`config.mk`:
```
export PLATFORM = sky130hd
export DESIGN_NAME = player_attack_fx
export DESIGN_NICKNAME = d
export VERILOG_FILES = /design/src/rtl/player_attack_fx.sv
export SDC_FILE = /design/constraint.sdc
export NUM_CORES = 1
export LEC_CHECK = 0
export BUFFER_PORTS_ARGS = -buffer_cell sky130_fd_sc_hd__buf_4
export CAP_MARGIN = 20
export CORE_MARGIN = 8
export CORE_UTILIZATION = 35
export CTS_CLUSTER_DIAMETER = 50
export DETAILED_ROUTE_END_ITERATION = 8
export HOLD_SLACK_MARGIN = 0.02
export PLACE_DENSITY = 0.52
export SLEW_MARGIN = 10
export SYNTH_ARGS = -nofsm -noshare
export SYNTH_HDL_FRONTEND = slang
export SYNTH_SLANG_ARGS = --single-unit
```
`constraint.sdc`:
```
create_clock -name clk -period 10.8 [get_ports clk]
set_input_delay 1.08 -clock clk [delete_from_list [all_inputs] [get_ports clk]]
set_output_delay 1.08 -clock clk [all_outputs]
set_load 0.005 [all_outputs]
```
`src/rtl/player_attack_fx.sv`:
```
// player_attack_fx
// Attack-effect renderer for the 2x-scaled tile grid. A rising edge on one of
// the attack buttons starts a timed attack: "normal" lights a line of RADIUS
// tiles in the facing direction, "special" lights a diamond of tiles around
// the player. After the attack comes a cooldown in which all presses are ignored.
// For every VGA pixel inside the lit pattern, the block fetches a sprite-ROM
// texel. All other pixels get the transparent key colour.
//
// Ports
//   clk                    system clock, rising edge
//   rst                    asynchronous reset, active low
//   attack_normal_pressed  level, normal-attack button
//   attack_special_pressed level, special-attack button
//   h_cnt, v_cnt           VGA column / row (unscaled)
//   player_x, player_y     player tile position
//   player_dir             0 up, 1 right, 2 down, 3 left
//   rom_addr               sprite-ROM address {mode, texel offset}; 0 when no hit
//   rom_data               ROM read data for the registered rom_addr
//   pixel_attack           texel colour, or KEY_RGB
//   attack_active          high while an attack is being shown
//   attack_mode            0 normal, 1 special (meaningful while active)
//   attack_done            one-cycle pulse when an attack ends
//
// Latency from h_cnt/v_cnt to pixel_attack is two clocks.
module player_attack_fx #(
    parameter int          GRID_W   = 20,
    parameter int          GRID_H   = 10,
    parameter int          TILE     = 16,
    parameter int          RADIUS   = 2,
    parameter int          DUR_NORM = 12500000,
    parameter int          DUR_SPEC = 33554432,
    parameter int          COOLDOWN = 6250000,
    parameter logic [11:0] KEY_RGB  = 12'hCBE
) (
    input  logic        clk,
    input  logic        rst,
    input  logic        attack_normal_pressed,
    input  logic        attack_special_pressed,
    input  logic [9:0]  h_cnt,
    input  logic [9:0]  v_cnt,
    input  logic [9:0]  player_x,
    input  logic [9:0]  player_y,
    input  logic [1:0]  player_dir,
    output logic [16:0] rom_addr,
    input  logic [11:0] rom_data,
    output logic [11:0] pixel_attack,
    output logic        attack_active,
    output logic        attack_mode,
    output logic        attack_done
);

    localparam int TB      = $clog2(TILE);
    localparam int MAX_ACT = (DUR_NORM > DUR_SPEC) ? DUR_NORM : DUR_SPEC;
    localparam int MAX_ALL = (MAX_ACT > COOLDOWN) ? MAX_ACT : COOLDOWN;
    localparam int CW      = (MAX_ALL > 1) ? $clog2(MAX_ALL) : 1;

    localparam logic [CW-1:0] LD_NORM = CW'(DUR_NORM - 1);
    localparam logic [CW-1:0] LD_SPEC = CW'(DUR_SPEC - 1);
    localparam logic [CW-1:0] LD_COOL = CW'(COOLDOWN - 1);

    typedef enum logic [1:0] {
        IDLE = 2'd0,
        NORM = 2'd1,
        SPEC = 2'd2,
        COOL = 2'd3
    } state_t;

    state_t        state, state_nxt;
    logic [CW-1:0] cnt, cnt_nxt;
    logic          mode_q, mode_nxt;
    logic          done_q, done_nxt;
    logic          latch_en;
    logic          norm_prev, spec_prev;
    logic          norm_edge, spec_edge;
    logic [9:0]    px_q, py_q;
    logic [1:0]    dir_q;
    logic          active;

    // ------------------------------------------------------------------
    // Control FSM
    // ------------------------------------------------------------------
    assign norm_edge = attack_normal_pressed & ~norm_prev;
    assign spec_edge = attack_special_pressed & ~spec_prev;
    assign active    = (state == NORM) || (state == SPEC);

    // NOTE: sequential state uses non-blocking assignments only, so every
    // register samples values from before the edge regardless of statement order.
    always_ff @(posedge clk or negedge rst) begin
        if (!rst) begin
            state     <= IDLE;
            cnt       <= '0;
            mode_q    <= 1'b0;
            done_q    <= 1'b0;
            px_q      <= '0;
            py_q      <= '0;
            dir_q     <= '0;
            // The previous-level registers come out of reset as "held".
            // This way a button held through reset needs a fresh press.
            norm_prev <= 1'b1;
            spec_prev <= 1'b1;
        end else begin
            state     <= state_nxt;
            cnt       <= cnt_nxt;
            mode_q    <= mode_nxt;
            done_q    <= done_nxt;
            // Edge history is tracked in every state. An edge during an
            // attack or cooldown is therefore consumed and not remembered.
            norm_prev <= attack_normal_pressed;
            spec_prev <= attack_special_pressed;
            if (latch_en) begin
                // Kept already reduced into the grid, so the hit test needs
                // no second wrap of the player position.
                px_q  <= 10'(int'(player_x) % GRID_W);
                py_q  <= 10'(int'(player_y) % GRID_H);
                dir_q <= player_dir;
            end
        end
    end

    // NOTE: every signal driven here gets a default before the case. Without
    // one, a path that skips an assignment would infer a latch.
    always_comb begin
        state_nxt = state;
        cnt_nxt   = cnt;
        mode_nxt  = mode_q;
        done_nxt  = 1'b0;
        latch_en  = 1'b0;
        case (state)
            IDLE: begin
                if (spec_edge) begin
                    state_nxt = SPEC;
                    cnt_nxt   = LD_SPEC;
                    mode_nxt  = 1'b1;
                    latch_en  = 1'b1;
                end else if (norm_edge) begin
                    state_nxt = NORM;
                    cnt_nxt   = LD_NORM;
                    mode_nxt  = 1'b0;
                    latch_en  = 1'b1;
                end
            end
            NORM, SPEC: begin
                if (cnt == '0) begin
                    state_nxt = COOL;
                    cnt_nxt   = LD_COOL;
                    done_nxt  = 1'b1;
                end else begin
                    cnt_nxt = cnt - 1'b1;
                end
            end
            COOL: begin
                if (cnt == '0) begin
                    state_nxt = IDLE;
                end else begin
                    cnt_nxt = cnt - 1'b1;
                end
            end
            default: state_nxt = IDLE;
        endcase
    end

    assign attack_active = active;
    assign attack_mode   = mode_q;
    assign attack_done   = done_q;

    // ------------------------------------------------------------------
    // Hit test against the latched pattern
    // ------------------------------------------------------------------
    logic [8:0]      hc, vc;
    logic [8:0]      sx, sy;
    logic            on_grid;
    logic [2*TB-1:0] offset;
    int              rel_x, rel_y, abs_x, abs_y;
    logic            hit_norm, hit_spec, pix_hit;

    assign hc      = h_cnt[9:1];
    assign vc      = v_cnt[9:1];
    assign sx      = hc >> TB;
    assign sy      = vc >> TB;
    assign on_grid = (int'(hc) < GRID_W * TILE) && (int'(vc) < GRID_H * TILE);
    assign offset  = {vc[TB-1:0], hc[TB-1:0]};

    always_comb begin
        // Tile position relative to the player, folded into 0..GRID-1.
        // "GRID-1" therefore means one tile left/up, across the grid edge.
        rel_x = (GRID_W + int'(sx) - int'(px_q)) % GRID_W;
        rel_y = (GRID_H + int'(sy) - int'(py_q)) % GRID_H;
        abs_x = (rel_x > GRID_W / 2) ? GRID_W - rel_x : rel_x;
        abs_y = (rel_y > GRID_H / 2) ? GRID_H - rel_y : rel_y;

        hit_norm = 1'b0;
        case (dir_q)
            2'd0:    hit_norm = (rel_x == 0) && (rel_y >= GRID_H - RADIUS);
            2'd1:    hit_norm = (rel_y == 0) && (rel_x >= 1) && (rel_x <= RADIUS);
            2'd2:    hit_norm = (rel_x == 0) && (rel_y >= 1) && (rel_y <= RADIUS);
            default: hit_norm = (rel_y == 0) && (rel_x >= GRID_W - RADIUS);
        endcase

        hit_spec = (abs_x + abs_y <= RADIUS) && (abs_x + abs_y != 0);
    end

    assign pix_hit = on_grid && (((state == NORM) && hit_norm) ||
                                 ((state == SPEC) && hit_spec));

    // ------------------------------------------------------------------
    // Two-stage pixel pipeline
    // ------------------------------------------------------------------
    logic hit_q;

    always_ff @(posedge clk or negedge rst) begin
        if (!rst) begin
            rom_addr     <= '0;
            hit_q        <= 1'b0;
            pixel_attack <= KEY_RGB;
        end else begin
            rom_addr     <= pix_hit ? {mode_q, 16'(offset)} : '0;
            hit_q        <= pix_hit;
            // Rechecking the state blanks the texel that is still in flight
            // when an attack ends.
            pixel_attack <= (hit_q && active) ? rom_data : KEY_RGB;
        end
    end

    // The LSBs of the VGA counters are dropped by the 2x scaling.
    logic unused_lsb;
    assign unused_lsb = h_cnt[0] ^ v_cnt[0];

endmodule

```
; Word level (Yosys, flattened, before mapping)
; Cells that the tools add are included.
[word_totals]
word_cells = 95
inputBits = 58
output_inout_bits = 32
register_bits = 83
[classes]
n_eq_ne = 9
reduce_logical = 25
order_cmp = 11
bitwise = 4
mux = 22
n_addsub = 8
n_div = 4
[ops]
columns = cell, n
row1 = $mux W25, 4
row2 = $le A32 B3 Y1 const B, 3
row3 = $pmux W25 S3, 1
row4 = $ge A32 B2 Y1 const B, 2
row5 = $logic_not A32 Y1, 2
row6 = $mux W32, 2
row7 = $add A32 B32 Y32, 1
row8 = $ge A32 B5 Y1 const B, 1
row9 = $ge A32 B6 Y1 const B, 1
row10 = $gt A32 B4 Y1 const B, 1
row11 = $gt A32 B5 Y1 const B, 1
row12 = $mod A11 B5 Y32 const B, 1
row13 = $mod A11 B6 Y32 const B, 1
row14 = $mod A32 B5 Y32 const B, 1
row15 = $mod A32 B6 Y32 const B, 1
row16 = $reduce_bool A32 Y1, 1
row17 = $sub A5 B32 Y32 const A, 1
row18 = $sub A6 B32 Y32 const A, 1
row19 = $logic_not A25 Y1, 1
row20 = $sub A25 B1 Y25 const B, 1
row21 = $sub A6 B10 Y11, 2
row22 = $mux W17, 1
row23 = $logic_and A1 B1 Y1, 12
row24 = $mux W12, 1
row25 = other kinds (20), 39

; Depth between registers and ports, before layout
[depth]
ltp_word = 12
ltp_mapped = 53

; Worst setup path before layout
; OpenSTA, ideal clock, no wires.
[synth_path]
path_kind = input -> register
from = in v_cnt[6]
to = reg rom_addr[0]
setup_slack_ns = -0.513
t_arrival_ns = 11.235
stages = 52
setup_time_ns = 0.079
n_path_buf = 4
path_cell_list = inv_1 -> ha_1 -> inv_1 -> ha_1 -> inv_1 -> fa_1 -> xor2_1 -> nand3_1 -> a221o_1 -> buf_2 -> or3_1 -> buf_2 -> a222oi_1 -> nor3_1 -> a211o_1 -> and3_1 -> clkbuf_2 -> nor2_1 -> [... 16 more ...] -> a21o_1 -> a21oi_1 -> o21bai_1 -> a21o_1 -> a21oi_1 -> o21a_1 -> o221ai_1 -> a21o_1 -> a21oi_1 -> o21a_1 -> o21ai_0 -> a31o_2 -> a21oi_1 -> o21ai_0 -> or4_1 -> a2111oi_0 -> a221oi_4 -> a21boi_1
[synth_via]
elab_chain_cells = 12
elab_cells_between_ends = 28
cone_classes = 4 x add/sub / 1 x div / 6 x order compare / 3 x mux / 14 x reduce/logical
[synth_rtl]
columns = element, line_no
row1 = "start, declared", 40  ; input logic [9:0] v_cnt,
row2 = $add A4 B5 Y6, 187  ; rel_y = (GRID_H + int'(sy) - int'(py_q)) % GRID_H;
row3 = $sub A6 B10 Y11, 187
row4 = $mod A32 B5 Y32, 187
row5 = $sub A5 B32 Y32 / $gt A32 B4 Y1 (equally long branches), 189  ; abs_y = (rel_y > GRID_H / 2) ? GRID_H - rel_y : rel_y;
row6 = $mux W32, 189
row7 = $add A32 B32 Y32, 199  ; hit_spec = (abs_x + abs_y <= RADIUS) && (abs_x + abs_y != 0);
row8 = $le A32 B3 Y1 / $reduce_bool A32 Y1 (equally long branches), 199
row9 = $logic_and A1 B1 Y1, 199
row10 = $logic_and A1 B1 Y1, 203  ; ((state == SPEC) && hit_spec));
row11 = $logic_or A1 B1 Y1, 202  ; assign pix_hit = on_grid && (((state == NORM) && hit_norm) ||
row12 = $logic_and A1 B1 Y1 *, 202
row13 = $mux W17 *, 216  ; rom_addr <= pix_hit ? {mode_q, 16'(offset)} : '0;
row14 = "end signal, assigned", 216
row15 = "end, declared", 44  ; output logic [16:0] rom_addr,
; Every way passes the cells marked *; elsewhere a longest branch is shown, timed or not.
; A chain may end at the register's enable or synchronous reset.

; Worst setup path in the final report
[layout_path]
from = in v_cnt[6]
to = reg rom_addr[7]
; The elaborated chain is that of the path after synthesis.

==> flow_results.org <==
** Setup path
- WS Path Type :: in -> reg
- Crit-path max FO :: 7
- STA classifies the critical path startpoint as a primary input.
- Sort of element at the end of the critical path :: flip-flop
- The slowest stage of the critical path is the sky130_fd_sc_hd__or4_4 cell.
- Data arrival time at the worst-slack endpoint :: ~11 ns
- Data on the critical path is required at its endpoint by about 11 ns.
- Counting stages on the worst path, the most repeated cell is sky130_fd_sc_hd__a21oi_2.
- Peak per-stage delay on the critical path :: 0.55 ns

** Logic synthesis
- sky130_fd_sc_hd__dfrtp_1 takes more of the synthesized area than any other cell.
- For this run, asynchronously set or reset flops after synthesis account for 100%.
- Leading post-synthesis cells by cell area :: sky130_fd_sc_hd__dfrtp_1 14%, sky130_fd_sc_hd__ha_1 7.6%, sky130_fd_sc_hd__a21oi_1 6.2%, sky130_fd_sc_hd__nor2_1 4.8%, sky130_fd_sc_hd__o21ai_0 4.7%
- Count of state elements after synthesis :: between 70 and 80
- Netlist cell types :: around 110
- Synthesized instance count :: about 1600
- Share of synthesized area occupied by flip-flops and latches :: 16.1%
- Average footprint of a synthesized cell :: 7.18 um^2
- In this run the biggest area consumer among cell types represents 13.9% of the synthesized area.
- Number of flops mapped to enable cells by yosys :: 0
- Synthesized cell area :: 11700 um^2
- Yosys printed 0 warnings.
- For this run, the leading register cell type out of synthesis is sky130_fd_sc_hd__dfrtp_1.

** Detailed routing
- Via count of the routed design :: about 13000
- After the first detailed-routing iteration, the DRC count stood at 877.
- After detailed routing, the number of remaining DRC violations is 0.
- Average wire per cell in the routed design :: 16.0 um
- The final layout contains routed wiring with a total length of 37200 um.
- Via density :: 5.63
- Post-DRT Antenna Nets :: 0
- The first detailed-routing pass ran for 5 iterations.

** Placement
- Placed cell area :: between 10000 and 15000 um^2
- Routability-driven placement finished with a final weighted congestion of 0.907.
- Prior to clock tree synthesis, the placed netlist has a worst setup slack of -0.635 ns.
- PortBufs :: 79
- The wire-length estimate of the detail-placed layout is between 20000 and 30000 um.

** STA
- At the pin with the least slew margin, the transition time is between 1 and 1.5 ns.
- After layout, the minimum clock period comes to 10.52 ns.
- The worst path meets setup with 0.280 ns of slack.
- Clock skew on the completed layout was measured at roughly 0.0055 ns.
- In the final timing run, aggregate negative setup slack is 0 ns.
- Maximum clock frequency :: between 90 and 100 MHz
- Setup repair after global routing could not meet its margin everywhere.
- Setup violations remaining at the end of the flow were counted as 0.
- Fin crit share :: 97.4%
- Measured against its own limit, the worst slew margin works out to 33.0%.
- The number of max-slew violations in the final report came to 0.
- The count of endpoints failing hold in the final timing report is 0.

** Floorplanning
- Die Outline Area :: 39600 um^2
- Effective utilization at floorplan :: 35.2%
- The die is 199 um tall.
- 90 I/O pins were placed.
- Measured along the x axis, the die boundary spans 199 um.
- Num rows :: 67
- Placeable Area :: 33300 um^2

** Finish
- # nets final :: 2003
- Cells fill 46.2% of the core in the end.
- Area Overhead vs Synth :: 31.1%
- Share of post-route cells with drive strength above 1 :: 27.4%
- In the layout the commonest cells are 301 x sky130_fd_sc_hd__buf_4, 147 x sky130_fd_sc_hd__nor2_1, 133 x sky130_fd_sc_hd__nand2_1.
- Ant diodes :: 0
- The library cell used most frequently in the layout, excluding fill and tap cells, is sky130_fd_sc_hd__buf_4.
- After routing the design area is approximately 15000 um^2.

** Flow run
- Max-capacitance violation count :: 0

** Clocking
- In this run the deepest clock path goes through 2 buffers.
- Clock latency on the worst-skew pair, taken at its later pin, is approximately 0.35 ns.
- Counting every sink on the clock net gives between 70 and 80.
- Number of buffers added to fix hold violations after cts :: 0
- The root buffer cell chosen for the clock tree is sky130_fd_sc_hd__clkbuf_16.
- Register clock-pin slew on the reported worst setup and hold paths :: 0.06 ns
- Clock tree from TritonCTS :: done
- The H-tree was split into 3 levels.
- Number of buffers created by CTS :: 9

** Global route
- Antenna violations before repair :: 0
- The number of global-route vias before repair was 12190.
- Pin count of the biggest net entering global routing :: 76
- Wire length of the first global-routing pass :: approximately 60000 um
- Tot GR Track Use :: ~18%
- GRT overflow :: 0

** Outcome
- Run status :: complete, no violations

** Min path
- HP Class :: reg -> reg
[critical path, delay by kind of cell]
kind                       cells  cell delay [ns]
AOI/OAI and AO/OA             29             5.31
adders and majority gates      5             1.19
buffers and inverters          9             0.86
muxes                          1             0.33
and+or+nand+nor                8             1.97
[path summary, 6_finish.rpt]
kind	cells after the start	startpoint	slack, ns	to
worst min-delay path	2	px_q[3]	0.48	px_q[3]
worst max-delay path	52	v_cnt[6]	0.28	rom_addr[7]
max in group asynchronous	2	rst	9.46	norm_prev
worst min register to register	2	px_q[3]	0.48	px_q[3]
worst max register to register	50	py_q[1]	0.68	rom_addr[7]
min in group asynchronous	1	rst	0.70	cnt[14]
[Yosys cell counts (12+ instances only)]
library cell / instances
sky130_fd_sc_hd__nand3_1: 48
sky130_fd_sc_hd__xor2_1: 21
sky130_fd_sc_hd__nor2b_1: 18
sky130_fd_sc_hd__o31ai_1: 13
sky130_fd_sc_hd__a21o_1: 26
sky130_fd_sc_hd__nand2b_1: 23
sky130_fd_sc_hd__inv_1: 85
sky130_fd_sc_hd__or3_1: 18
sky130_fd_sc_hd__nor4_1: 23
sky130_fd_sc_hd__buf_4: 12
sky130_fd_sc_hd__or2_2: 13
sky130_fd_sc_hd__a21oi_1: 146
sky130_fd_sc_hd__and3_1: 22
sky130_fd_sc_hd__nand2_1: 139
sky130_fd_sc_hd__nor3_1: 62
sky130_fd_sc_hd__dfrtp_1: 65
sky130_fd_sc_hd__a211oi_1: 20
sky130_fd_sc_hd__clkbuf_1: 60
sky130_fd_sc_hd__ha_1: 71
sky130_fd_sc_hd__o21ai_0: 110
sky130_fd_sc_hd__a31oi_1: 37
sky130_fd_sc_hd__o22ai_1: 14
sky130_fd_sc_hd__buf_2: 14
sky130_fd_sc_hd__nor2_1: 149
sky130_fd_sc_hd__and2_1: 29
sky130_fd_sc_hd__o211ai_1: 19
sky130_fd_sc_hd__nand4_1: 18
sky130_fd_sc_hd__a211o_1: 15
sky130_fd_sc_hd__mux2i_1: 15
sky130_fd_sc_hd__xnor2_1: 46
[registers in the layout (all words and copies together), names as in the netlist]
signal / count
cnt: 25
pixel_attack: 12
px_q: 10
py_q: 10
rom_addr: 9
dir_q: 2
state: 2
attack_done: 1
attack_mode: 1
hit_q: 1
norm_prev: 1
spec_prev: 1
[final cells by class]
class	count	area, um^2
timing repair buffer	312	2400
clock inverter	6	96.3
tap	448	561
clock buffer	10	239
inverter	87	334
multi-input combinational	1386	9850
fill	3396	17900
sequential	75	1890
[per-stage QoR]
step	cells	hold slack, ns
2_1_floorplan	1639	0.450
3_3_place_gp	2275	0.465
3_5_place_dp	2275	0.473
4_1_cts	2301	0.487
5_1_grt	2324	0.522
6_report	2324	0.482
[routing by layer]
| metal | wire (um) | global-route usage (%) |
|---|---|---|
| met2 | 17700 | 29.8 |
| met1 | 17800 | 24.5 |
| met5 | 0 | 0 |
| met4 | 597 | 4.12 |
| met3 | 1080 | 1.91 |
[what timing repair did]
action / 4_1_cts / 5_1_grt
resized for setup: 27 / 122
endpoints found under the setup margin: 10 / 10
cloned: 1 / 0
pin swaps: 15 / 74
buffers inserted: 10 / 23
[cells by family after synthesis]
kind of cell,Yosys count,share of synthesized area [%]
AO/OA/AOI/OAI,598,35.5
XOR/XNOR,67,5.01
adder cells (fa/ha/maj),81,8.69
buffers and inverters,179,6.34
flip-flops,75,16.1
multiplexers,25,2.24
other,1,0.0320
AND/OR/NAND/NOR,606,26.0
Power is not shown: default switching activity piles up to over one toggle a cycle in this logic, so the estimate is an artifact.
